--- config.mk ---
export PLATFORM = sky130hd
export DESIGN_NAME = ws_sequencer_flat
export DESIGN_NICKNAME = d
export VERILOG_FILES = /design/src/rtl/ws_sequencer_pkg.sv /design/src/rtl/ws_sequencer_if.sv /design/src/rtl/ws_mem_fetch.sv /design/src/rtl/ws_sequencer.sv /design/src/flat_wrapper.sv
export SDC_FILE = /design/constraint.sdc
export NUM_CORES = 1
export LEC_CHECK = 0
export CORE_AREA = 2 2 89 91
export DETAILED_ROUTE_END_ITERATION = 16
export DIE_AREA = 0 0 91 93
export MAX_ROUTING_LAYER = met4
export PLACE_DENSITY = 0.85
export SKIP_CTS_REPAIR_TIMING = 1
export SLEW_MARGIN = 20
export SYNTH_ARGS = -nofsm -noshare
export SYNTH_HDL_FRONTEND = slang
export SYNTH_HIERARCHICAL = 1
export SYNTH_SLANG_ARGS = --single-unit
--- constraint.sdc ---
create_clock -name clk -period 3.5 [get_ports clk]
set_clock_uncertainty 0.1 [all_clocks]
set_input_delay 0.525 -clock clk [delete_from_list [all_inputs] [get_ports clk]]
set_output_delay 0.525 -clock clk [all_outputs]
set_load 0.005 [all_outputs]
--- src/rtl/ws_sequencer_pkg.sv ---
// Shared definitions for the weight-stationary sequencer: inst word bit positions,
// the FSM state type and the idle instruction.
package ws_sequencer_pkg;

  localparam int unsigned INST_W        = 35;
  localparam int unsigned INST_MODE     = 34;
  localparam int unsigned INST_ACC      = 33;
  localparam int unsigned INST_CEN_P    = 32;
  localparam int unsigned INST_WEN_P    = 31;
  localparam int unsigned INST_AP_MSB   = 30;
  localparam int unsigned INST_AP_LSB   = 20;
  localparam int unsigned INST_CEN_X    = 19;
  localparam int unsigned INST_WEN_X    = 18;
  localparam int unsigned INST_AX_MSB   = 17;
  localparam int unsigned INST_AX_LSB   = 7;
  localparam int unsigned INST_OFIFO_RD = 6;
  localparam int unsigned INST_L0_RD    = 3;
  localparam int unsigned INST_L0_WR    = 2;
  localparam int unsigned INST_EXEC     = 1;
  localparam int unsigned INST_LOAD     = 0;

  // Both SRAMs deselected and in read mode, everything else quiet.
  localparam logic [INST_W-1:0] INST_IDLE = 35'h1_800C_0000;

  typedef enum logic [2:0] {
    StIdle,
    StWFetch,
    StWLoad,
    StAFetch,
    StExec,
    StDrain,
    StDone
  } state_e;

  function automatic int unsigned max3(int unsigned a, int unsigned b, int unsigned c);
    int unsigned m;
    m = (a > b) ? a : b;
    return (m > c) ? m : c;
  endfunction

endpackage

--- src/rtl/ws_sequencer_if.sv ---
// Control handshake between the core top level and the weight-stationary sequencer.
interface ws_sequencer_if;
  import ws_sequencer_pkg::*;

  logic              start;
  logic              l0_full;
  logic              ofifo_valid;
  logic [INST_W-1:0] inst;
  logic              busy;
  logic              done;

  modport master (
    input  start,
    input  l0_full,
    input  ofifo_valid,
    output inst,
    output busy,
    output done
  );

  modport slave (
    output start,
    output l0_full,
    output ofifo_valid,
    input  inst,
    input  busy,
    input  done
  );
endinterface

--- src/rtl/ws_mem_fetch.sv ---
// xmem read-issue / L0 write engine shared by the weight and activation fetch phases.
// l0_wr follows each read by one cycle to cover the SRAM read latency.
module ws_mem_fetch #(
  parameter int unsigned addr_bw = 11,
  parameter int unsigned cnt_w   = 6
) (
  input  logic               clk,
  input  logic               reset,
  input  logic               go,
  input  logic               l0_full,
  input  logic [addr_bw-1:0] base,
  input  logic [cnt_w-1:0]   count,
  output logic               cen_xmem,
  output logic [addr_bw-1:0] a_xmem,
  output logic               l0_wr,
  output logic               fin
);

  logic               active_q;
  logic [cnt_w-1:0]   issued_q;
  logic [cnt_w-1:0]   written_q;
  logic               cen_q;
  logic [addr_bw-1:0] addr_q;
  logic               wr_q;
  logic [cnt_w-1:0]   issued_c;
  logic               can_issue;

  always_comb begin
    issued_c  = go ? '0 : issued_q;
    can_issue = (go | active_q) && (issued_c < count) && !l0_full;
  end

  assign fin      = wr_q && (written_q == count - cnt_w'(1));
  assign cen_xmem = cen_q;
  assign a_xmem   = addr_q;
  assign l0_wr    = wr_q;

  always_ff @(posedge clk) begin
    if (!reset) begin
      active_q  <= 1'b0;
      issued_q  <= '0;
      written_q <= '0;
      cen_q     <= 1'b1;
      addr_q    <= '0;
      wr_q      <= 1'b0;
    end else begin
      wr_q     <= ~cen_q;
      cen_q    <= ~can_issue;
      addr_q   <= can_issue ? base + addr_bw'(issued_c) : '0;
      issued_q <= can_issue ? issued_c + cnt_w'(1) : issued_c;
      if (go) begin
        active_q  <= 1'b1;
        written_q <= '0;
      end else if (fin) begin
        active_q  <= 1'b0;
        written_q <= '0;
      end else if (wr_q) begin
        written_q <= written_q + cnt_w'(1);
      end
    end
  end

endmodule

--- src/rtl/ws_sequencer.sv ---
// Weight-stationary corelet sequencer: per kernel index fetch weights, load them, fetch and
// execute activations, then drain the OFIFO into pmem. The inst word is built purely from flops.
module ws_sequencer
  import ws_sequencer_pkg::*;
#(
  parameter int unsigned row     = 8,
  parameter int unsigned col     = 8,
  parameter int unsigned len_nij = 36,
  parameter int unsigned num_kij = 9,
  parameter int unsigned addr_bw = 11,
  parameter int unsigned w_base  = 0,
  parameter int unsigned a_base  = 128
) (
  input logic            clk,
  input logic            reset,
  ws_sequencer_if.master bus
);

  localparam int unsigned CntW = $clog2(max3(col + row, len_nij, num_kij) + 1);

  state_e             state_q;
  logic [CntW-1:0]    kij_q;
  logic [CntW-1:0]    cnt_q;
  logic               go_q;
  logic               busy_q;
  logic               done_q;
  logic               l0_rd_q;
  logic               load_q;
  logic               exec_q;
  logic               ofifo_rd_q;
  logic               cen_p_q;
  logic               wen_p_q;
  logic [addr_bw-1:0] ap_q;

  logic [addr_bw-1:0] fetch_base;
  logic [CntW-1:0]    fetch_count;
  logic [addr_bw-1:0] pmem_addr;
  logic               x_cen;
  logic [addr_bw-1:0] x_addr;
  logic               x_wr;
  logic               fetch_fin;
  logic [INST_W-1:0]  inst_w;

  always_comb begin
    if (state_q == StAFetch) begin
      fetch_base  = addr_bw'(a_base);
      fetch_count = CntW'(len_nij);
    end else begin
      fetch_base  = addr_bw'(w_base) + addr_bw'(kij_q) * addr_bw'(col);
      fetch_count = CntW'(col);
    end
    pmem_addr = addr_bw'(kij_q) * addr_bw'(len_nij) + addr_bw'(cnt_q);
  end

  ws_mem_fetch #(
    .addr_bw(addr_bw),
    .cnt_w  (CntW)
  ) u_fetch (
    .clk     (clk),
    .reset   (reset),
    .go      (go_q),
    .l0_full (bus.l0_full),
    .base    (fetch_base),
    .count   (fetch_count),
    .cen_xmem(x_cen),
    .a_xmem  (x_addr),
    .l0_wr   (x_wr),
    .fin     (fetch_fin)
  );

  always_ff @(posedge clk) begin
    if (!reset) begin
      state_q    <= StIdle;
      kij_q      <= '0;
      cnt_q      <= '0;
      go_q       <= 1'b0;
      busy_q     <= 1'b0;
      done_q     <= 1'b0;
      l0_rd_q    <= 1'b0;
      load_q     <= 1'b0;
      exec_q     <= 1'b0;
      ofifo_rd_q <= 1'b0;
      cen_p_q    <= 1'b1;
      wen_p_q    <= 1'b1;
      ap_q       <= '0;
    end else begin
      go_q       <= 1'b0;
      done_q     <= 1'b0;
      ofifo_rd_q <= 1'b0;
      cen_p_q    <= 1'b1;
      wen_p_q    <= 1'b1;
      ap_q       <= '0;
      unique case (state_q)
        StIdle: begin
          if (bus.start) begin
            state_q <= StWFetch;
            go_q    <= 1'b1;
            busy_q  <= 1'b1;
            kij_q   <= '0;
            cnt_q   <= '0;
          end
        end
        StWFetch: begin
          if (fetch_fin) begin
            state_q <= StWLoad;
            cnt_q   <= '0;
            l0_rd_q <= 1'b1;
            load_q  <= 1'b1;
          end
        end
        StWLoad: begin
          // load_q doubles as the sub-phase flag: col load cycles, then col+row settle cycles.
          if (load_q) begin
            if (cnt_q == CntW'(col - 1)) begin
              cnt_q   <= '0;
              load_q  <= 1'b0;
              l0_rd_q <= 1'b0;
            end else begin
              cnt_q <= cnt_q + CntW'(1);
            end
          end else if (cnt_q == CntW'(col + row - 1)) begin
            cnt_q   <= '0;
            state_q <= StAFetch;
            go_q    <= 1'b1;
          end else begin
            cnt_q <= cnt_q + CntW'(1);
          end
        end
        StAFetch: begin
          if (fetch_fin) begin
            state_q <= StExec;
            cnt_q   <= '0;
            l0_rd_q <= 1'b1;
            exec_q  <= 1'b1;
          end
        end
        StExec: begin
          if (cnt_q == CntW'(len_nij - 1)) begin
            cnt_q   <= '0;
            l0_rd_q <= 1'b0;
            exec_q  <= 1'b0;
            state_q <= StDrain;
          end else begin
            cnt_q <= cnt_q + CntW'(1);
          end
        end
        StDrain: begin
          // ofifo_rd and the pmem write follow ofifo_valid as sampled at this edge.
          if (bus.ofifo_valid) begin
            ofifo_rd_q <= 1'b1;
            cen_p_q    <= 1'b0;
            wen_p_q    <= 1'b0;
            ap_q       <= pmem_addr;
            if (cnt_q == CntW'(len_nij - 1)) begin
              cnt_q <= '0;
              if (kij_q == CntW'(num_kij - 1)) begin
                state_q <= StDone;
                done_q  <= 1'b1;
                busy_q  <= 1'b0;
              end else begin
                kij_q   <= kij_q + CntW'(1);
                state_q <= StWFetch;
                go_q    <= 1'b1;
              end
            end else begin
              cnt_q <= cnt_q + CntW'(1);
            end
          end
        end
        StDone: state_q <= StIdle;
        default: state_q <= StIdle;
      endcase
    end
  end

  always_comb begin
    inst_w                          = '0;
    inst_w[INST_MODE]               = 1'b0;
    inst_w[INST_ACC]                = 1'b0;
    inst_w[INST_CEN_P]              = cen_p_q;
    inst_w[INST_WEN_P]              = wen_p_q;
    inst_w[INST_AP_MSB:INST_AP_LSB] = ap_q;
    inst_w[INST_CEN_X]              = x_cen;
    inst_w[INST_WEN_X]              = 1'b1;
    inst_w[INST_AX_MSB:INST_AX_LSB] = x_addr;
    inst_w[INST_OFIFO_RD]           = ofifo_rd_q;
    inst_w[INST_L0_RD]              = l0_rd_q;
    inst_w[INST_L0_WR]              = x_wr;
    inst_w[INST_EXEC]               = exec_q;
    inst_w[INST_LOAD]               = load_q;
  end

  assign bus.inst = inst_w;
  assign bus.busy = busy_q;
  assign bus.done = done_q;

endmodule
--- src/flat_wrapper.sv ---
// flat-port wrapper written by rule: the top's interface ports become plain ports
module ws_sequencer_flat import ws_sequencer_pkg::*;
#(
  parameter int unsigned row     = 8,
  parameter int unsigned col     = 8,
  parameter int unsigned len_nij = 36,
  parameter int unsigned num_kij = 9,
  parameter int unsigned addr_bw = 11,
  parameter int unsigned w_base  = 0,
  parameter int unsigned a_base  = 128
)
  (clk, reset, bus_start, bus_l0_full, bus_ofifo_valid, bus_inst, bus_busy, bus_done);
  ws_sequencer_if bus_i ();
  input logic clk;
  input logic reset;
  input wire logic [$bits(bus_i.start)-1:0] bus_start;
  input wire logic [$bits(bus_i.l0_full)-1:0] bus_l0_full;
  input wire logic [$bits(bus_i.ofifo_valid)-1:0] bus_ofifo_valid;
  output wire logic [$bits(bus_i.inst)-1:0] bus_inst;
  output wire logic [$bits(bus_i.busy)-1:0] bus_busy;
  output wire logic [$bits(bus_i.done)-1:0] bus_done;
  assign bus_i.start = bus_start;
  assign bus_i.l0_full = bus_l0_full;
  assign bus_i.ofifo_valid = bus_ofifo_valid;
  assign bus_inst = bus_i.inst;
  assign bus_busy = bus_i.busy;
  assign bus_done = bus_i.done;
  ws_sequencer #(.row(row), .col(col), .len_nij(len_nij), .num_kij(num_kij), .addr_bw(addr_bw), .w_base(w_base), .a_base(a_base)) u_core (.clk(clk), .reset(reset), .bus(bus_i));
endmodule
==> flow_metrics.py <==
metrics = {
    "outcome": {
        "status": "finished, final reports clean",
    },
    "worst_setup_path": {
        "path_class": "register to register",
        "critPathSlowestCell": "or4b_1",
        "max_stage_delay_ns": 0.51,
        "worstPathRequired_ns": 3.67,
        "crit_fanout": 9,
        "worst_setup_path_end_kind": "register",
        "path_cells": "inv_1 > nor2_1 > nand2_2 > inv_2 > buf_4 > nand3b_1 > a21boi_0 > o31ai_1 > nor4_4 > nor3b_1 > a21oi_2 > nand4_2 > or4b_1 > a31oi_1",
        "critPathLaunchType": "register",
        "crit_arrival_ns": 3.44,
    },
    "global_route": {
        "grt_pass1_vias": 3281,
        "grt_first_pass_wirelength_mm": 15.1,
        "antenna_found_initial": 0,
        "grt_use_total": 0.223,
        "grt_max_degree": 19,
        "grt-ovfl-total": 0,
    },
    "sta": {
        "max_slew_margin": 0.557,
        "drv_slew": 0,
        "rsz0062_at_grt": "no",
        "holdWs_ns": 0.324,
        "period_needed_ns": 3.27,
        "tns_ns": 0,
        "max_freq_mhz": 306,
        "tightest_slew_ns": 0.658,
        "setup_violations": 0,
        "period_share": 0.934,
        "hold_violations": 0,
        "worst_slack_ns": 0.233,
    },
    "synthesis": {
        "synth_top_cells_by_area": "dfxtp_1 32%, ha_1 6.7%, xor2_1 4.2%, nor2_1 4.0%, a21oi_1 3.5%",
        "synthCells": 448,
        "yosysWarnings": 6,
        "synth_ff_type": "dfxtp_1",
        "synth_seq_area_share": 0.320,
        "async_reset_ff_frac": 0,
        "synth_edf_count": 0,
        "synth_top_area_cell": "dfxtp_1",
        "syn_area_per_cell_um2": 8.39,
        "synth-seq-cells": 60,
        "synth_cell_type_count": 74,
        "synthesis.area_um2": 3760,
        "synth.top_cell.area_share": 0.320,
    },
    "power_and_ir_drop": {
        "sw_frac_of_total": 0.246,
        "pwr-share-seq": 0.441,
        "p_per_area_nw_per_um2": 357,
        "internal_power_mw": 1.22,
        "fin_total_pwr_mw": 1.62,
        "pwr-share-comb": 0.109,
        "p_leak_nw": 1.75,
        "irDropWorstVdd_mv": 0.287,
        "clkPwrFrac": 0.450,
        "switching_power_uw": 400,
    },
    "drt": {
        "ant_nets": 0,
        "num_vias": 3433,
        "drt_iter0_drc": 157,
        "drt_wl_total_mm": 8.70,
        "vias_per_cell": 5.48,
        "firstDrtPassIters": 5,
        "avgRoutedWirePerCell_um": 13.9,
        "drc_errors": 0,
    },
    "clock_tree": {
        "clkSlewWorstSetupHoldPaths_ns": 0.07,
        "cts_tree": "yes",
        "insertion_delay_ns": 0.35,
        "clock_path_buffers": 2,
        "cts.sinks": 60,
        "cts-htree-levels": 3,
        "cts_buffers": 9,
        "clockRootBuffer": "clkbuf_8",
    },
    "final_layout": {
        "seq_area_um2": 1200,
        "nets": 546,
        "stdcell_area_um2": 4550,
        "drive_above_1_share": 0.0897,
        "insertedDiodeCount": 0,
        "multi_input_area_um2": 2470,
        "nFillCells": 682,
        "area_growth_pct": 21.0,
    },
    "placed_design": {
        "place_ws_ns": 0.142,
        "gp_congestion": 0.914,
        "io_buffers": 36,
        "hpwlAfterDp_mm": 6.28,
        "place_area_um2": 4310,
    },
    "floorplan": {
        "top_level_ports": 42,
        "dieArea_um2": 8460,
        "coreArea_um2": 7530,
        "initial_core_util": 0.499,
        "die_w_um": 91,
        "rows": 32,
        "fp.dieH_um": 93,
    },
    "worst_hold_path": {
        "hold_path.class": "register to register",
    },
    "run": {
        "drv_cap": 0,
    },
}
cells in the final DEF (no fill, tap or decap), types with 18 or more instances in the layout:
| master | synthesis | layout |
|---|---|---|
| nor2_1 | 40 | 40 |
| inv_1 | 22 | 21 |
| ha_1 | 20 | 20 |
| xor2_1 | 18 | 18 |
| nand2_1 | 30 | 29 |
| conb_1 | 2 | 43 |
| a21oi_1 | 26 | 26 |
| nand3_1 | 19 | 19 |
| dfxtp_1 | 60 | 60 |
| clkdlybuf4s50_1 | 0 | 36 |
routing by layer:
metal / vias to the layer above / wire length, um / track usage
li1: 1684 / - / -
met1: 1592 / 3660 / 0.254
met2: 129 / 4340 / 0.385
met3: 28 / 530 / 0.0572
met4: 0 / 177 / 0.0758
met5: - / 0 / -
kinds of logic (layout without fill, tap and decap cells):
group / count (synthesis) / count (layout) / share of synthesized area
adder cells (fa/ha/maj): 24 / 24 / 0.0826
AND/OR/NAND/NOR: 183 / 183 / 0.270
flip-flops: 60 / 60 / 0.320
multiplexers: 9 / 9 / 0.0243
buffers and inverters: 50 / 85 / 0.0659
other: 2 / 43 / 0.00200
AO/OA/AOI/OAI: 91 / 91 / 0.168
XOR/XNOR: 29 / 29 / 0.0676
Yosys cell counts (2+ instances only):
| master | count |
|---|---|
| buf_4 | 13 |
| a21boi_0 | 3 |
| dfxtp_1 | 60 |
| a21oi_1 | 26 |
| a31o_2 | 2 |
| conb_1 | 2 |
| buf_2 | 3 |
| nand2_1 | 30 |
| o31a_1 | 2 |
| and3_1 | 8 |
| or3_1 | 4 |
| nor2_1 | 40 |
| o21bai_1 | 2 |
| or4_1 | 7 |
| xor2_1 | 18 |
| o21a_1 | 2 |
| o211a_1 | 2 |
| nand2b_1 | 11 |
| nand4_1 | 15 |
| a31oi_1 | 6 |
| clkbuf_1 | 8 |
| inv_1 | 22 |
| fa_1 | 2 |
| nor2b_1 | 8 |
| or2_2 | 2 |
| a21o_1 | 2 |
| o31ai_1 | 8 |
| o211ai_1 | 3 |
| o21ai_0 | 16 |
| nor3_1 | 10 |
| xnor2_1 | 11 |
| nor3b_1 | 2 |
| maj3_1 | 2 |
| nand3_1 | 19 |
| ha_1 | 20 |
| mux2i_1 | 8 |
| and2_1 | 10 |
| a211oi_1 | 3 |
critical path: cells and delay by family, from the launching register on:
kind / cells / cell delay [ns]
compound gates: 4 / 0.80
buf+inv: 3 / 0.44
flops: 1 / 0.31
simple gates: 7 / 1.54
final timing paths:
check                           from                    to  slack, ns  cells past startpoint
max                u_core/state_q[1]     u_core/state_q[1]       0.23                     14
min          u_core/u_fetch/cen_xmem  u_core/u_fetch/l0_wr       0.32                      1
max reg2reg        u_core/state_q[1]     u_core/state_q[1]       0.23                     14
min reg2reg  u_core/u_fetch/cen_xmem  u_core/u_fetch/l0_wr       0.32                      1
flip-flops by register name (all words and copies together) (netlist names):
name                      cells
u_core/ap_q                  11
u_core/u_fetch/a_xmem        11
u_core/cnt_q                  6
u_core/kij_q                  6
u_core/u_fetch/issued_q       6
u_core/u_fetch/written_q      6
u_core/state_q                3
u_core/bus.busy               1
u_core/bus.done               1
u_core/exec_q                 1
u_core/go_q                   1
u_core/l0_rd_q                1
u_core/load_q                 1
u_core/ofifo_rd_q             1
u_core/u_fetch/active_q       1
u_core/u_fetch/cen_xmem       1
u_core/u_fetch/l0_wr          1
u_core/wen_p_q                1
area by class of cell:
cell class	count	area share
Clock buffer	12	0.0363
Timing Repair Buffer	45	0.0941
Sequential cell	60	0.264
Multi-Input combinational cell	379	0.542
Inverter	24	0.0198
Clock inverter	4	0.0154
Tap cell	102	0.0281
through the flow:
| stage | utilization | std cells |
|---|---|---|
| after floorplan | - | 489 |
| after global placement | 0.573 | 610 |
| after detailed placement | 0.573 | 610 |
| after CTS | 0.604 | 626 |
| after global routing | 0.604 | 626 |
| final | 0.604 | 626 |
power groups by stage:
stage	Sequential, mW	Combinational [mW]	Clock [mW]
6_report	0.716	0.177	0.730
3_5_place_dp	0.730	0.168	0
2_1_floorplan	0.724	0.131	0
4_1_cts	0.715	0.171	0.738
3_3_place_gp	0.729	0.161	0
5_1_grt	0.717	0.194	0.773
(Power assumes the default switching activity.)
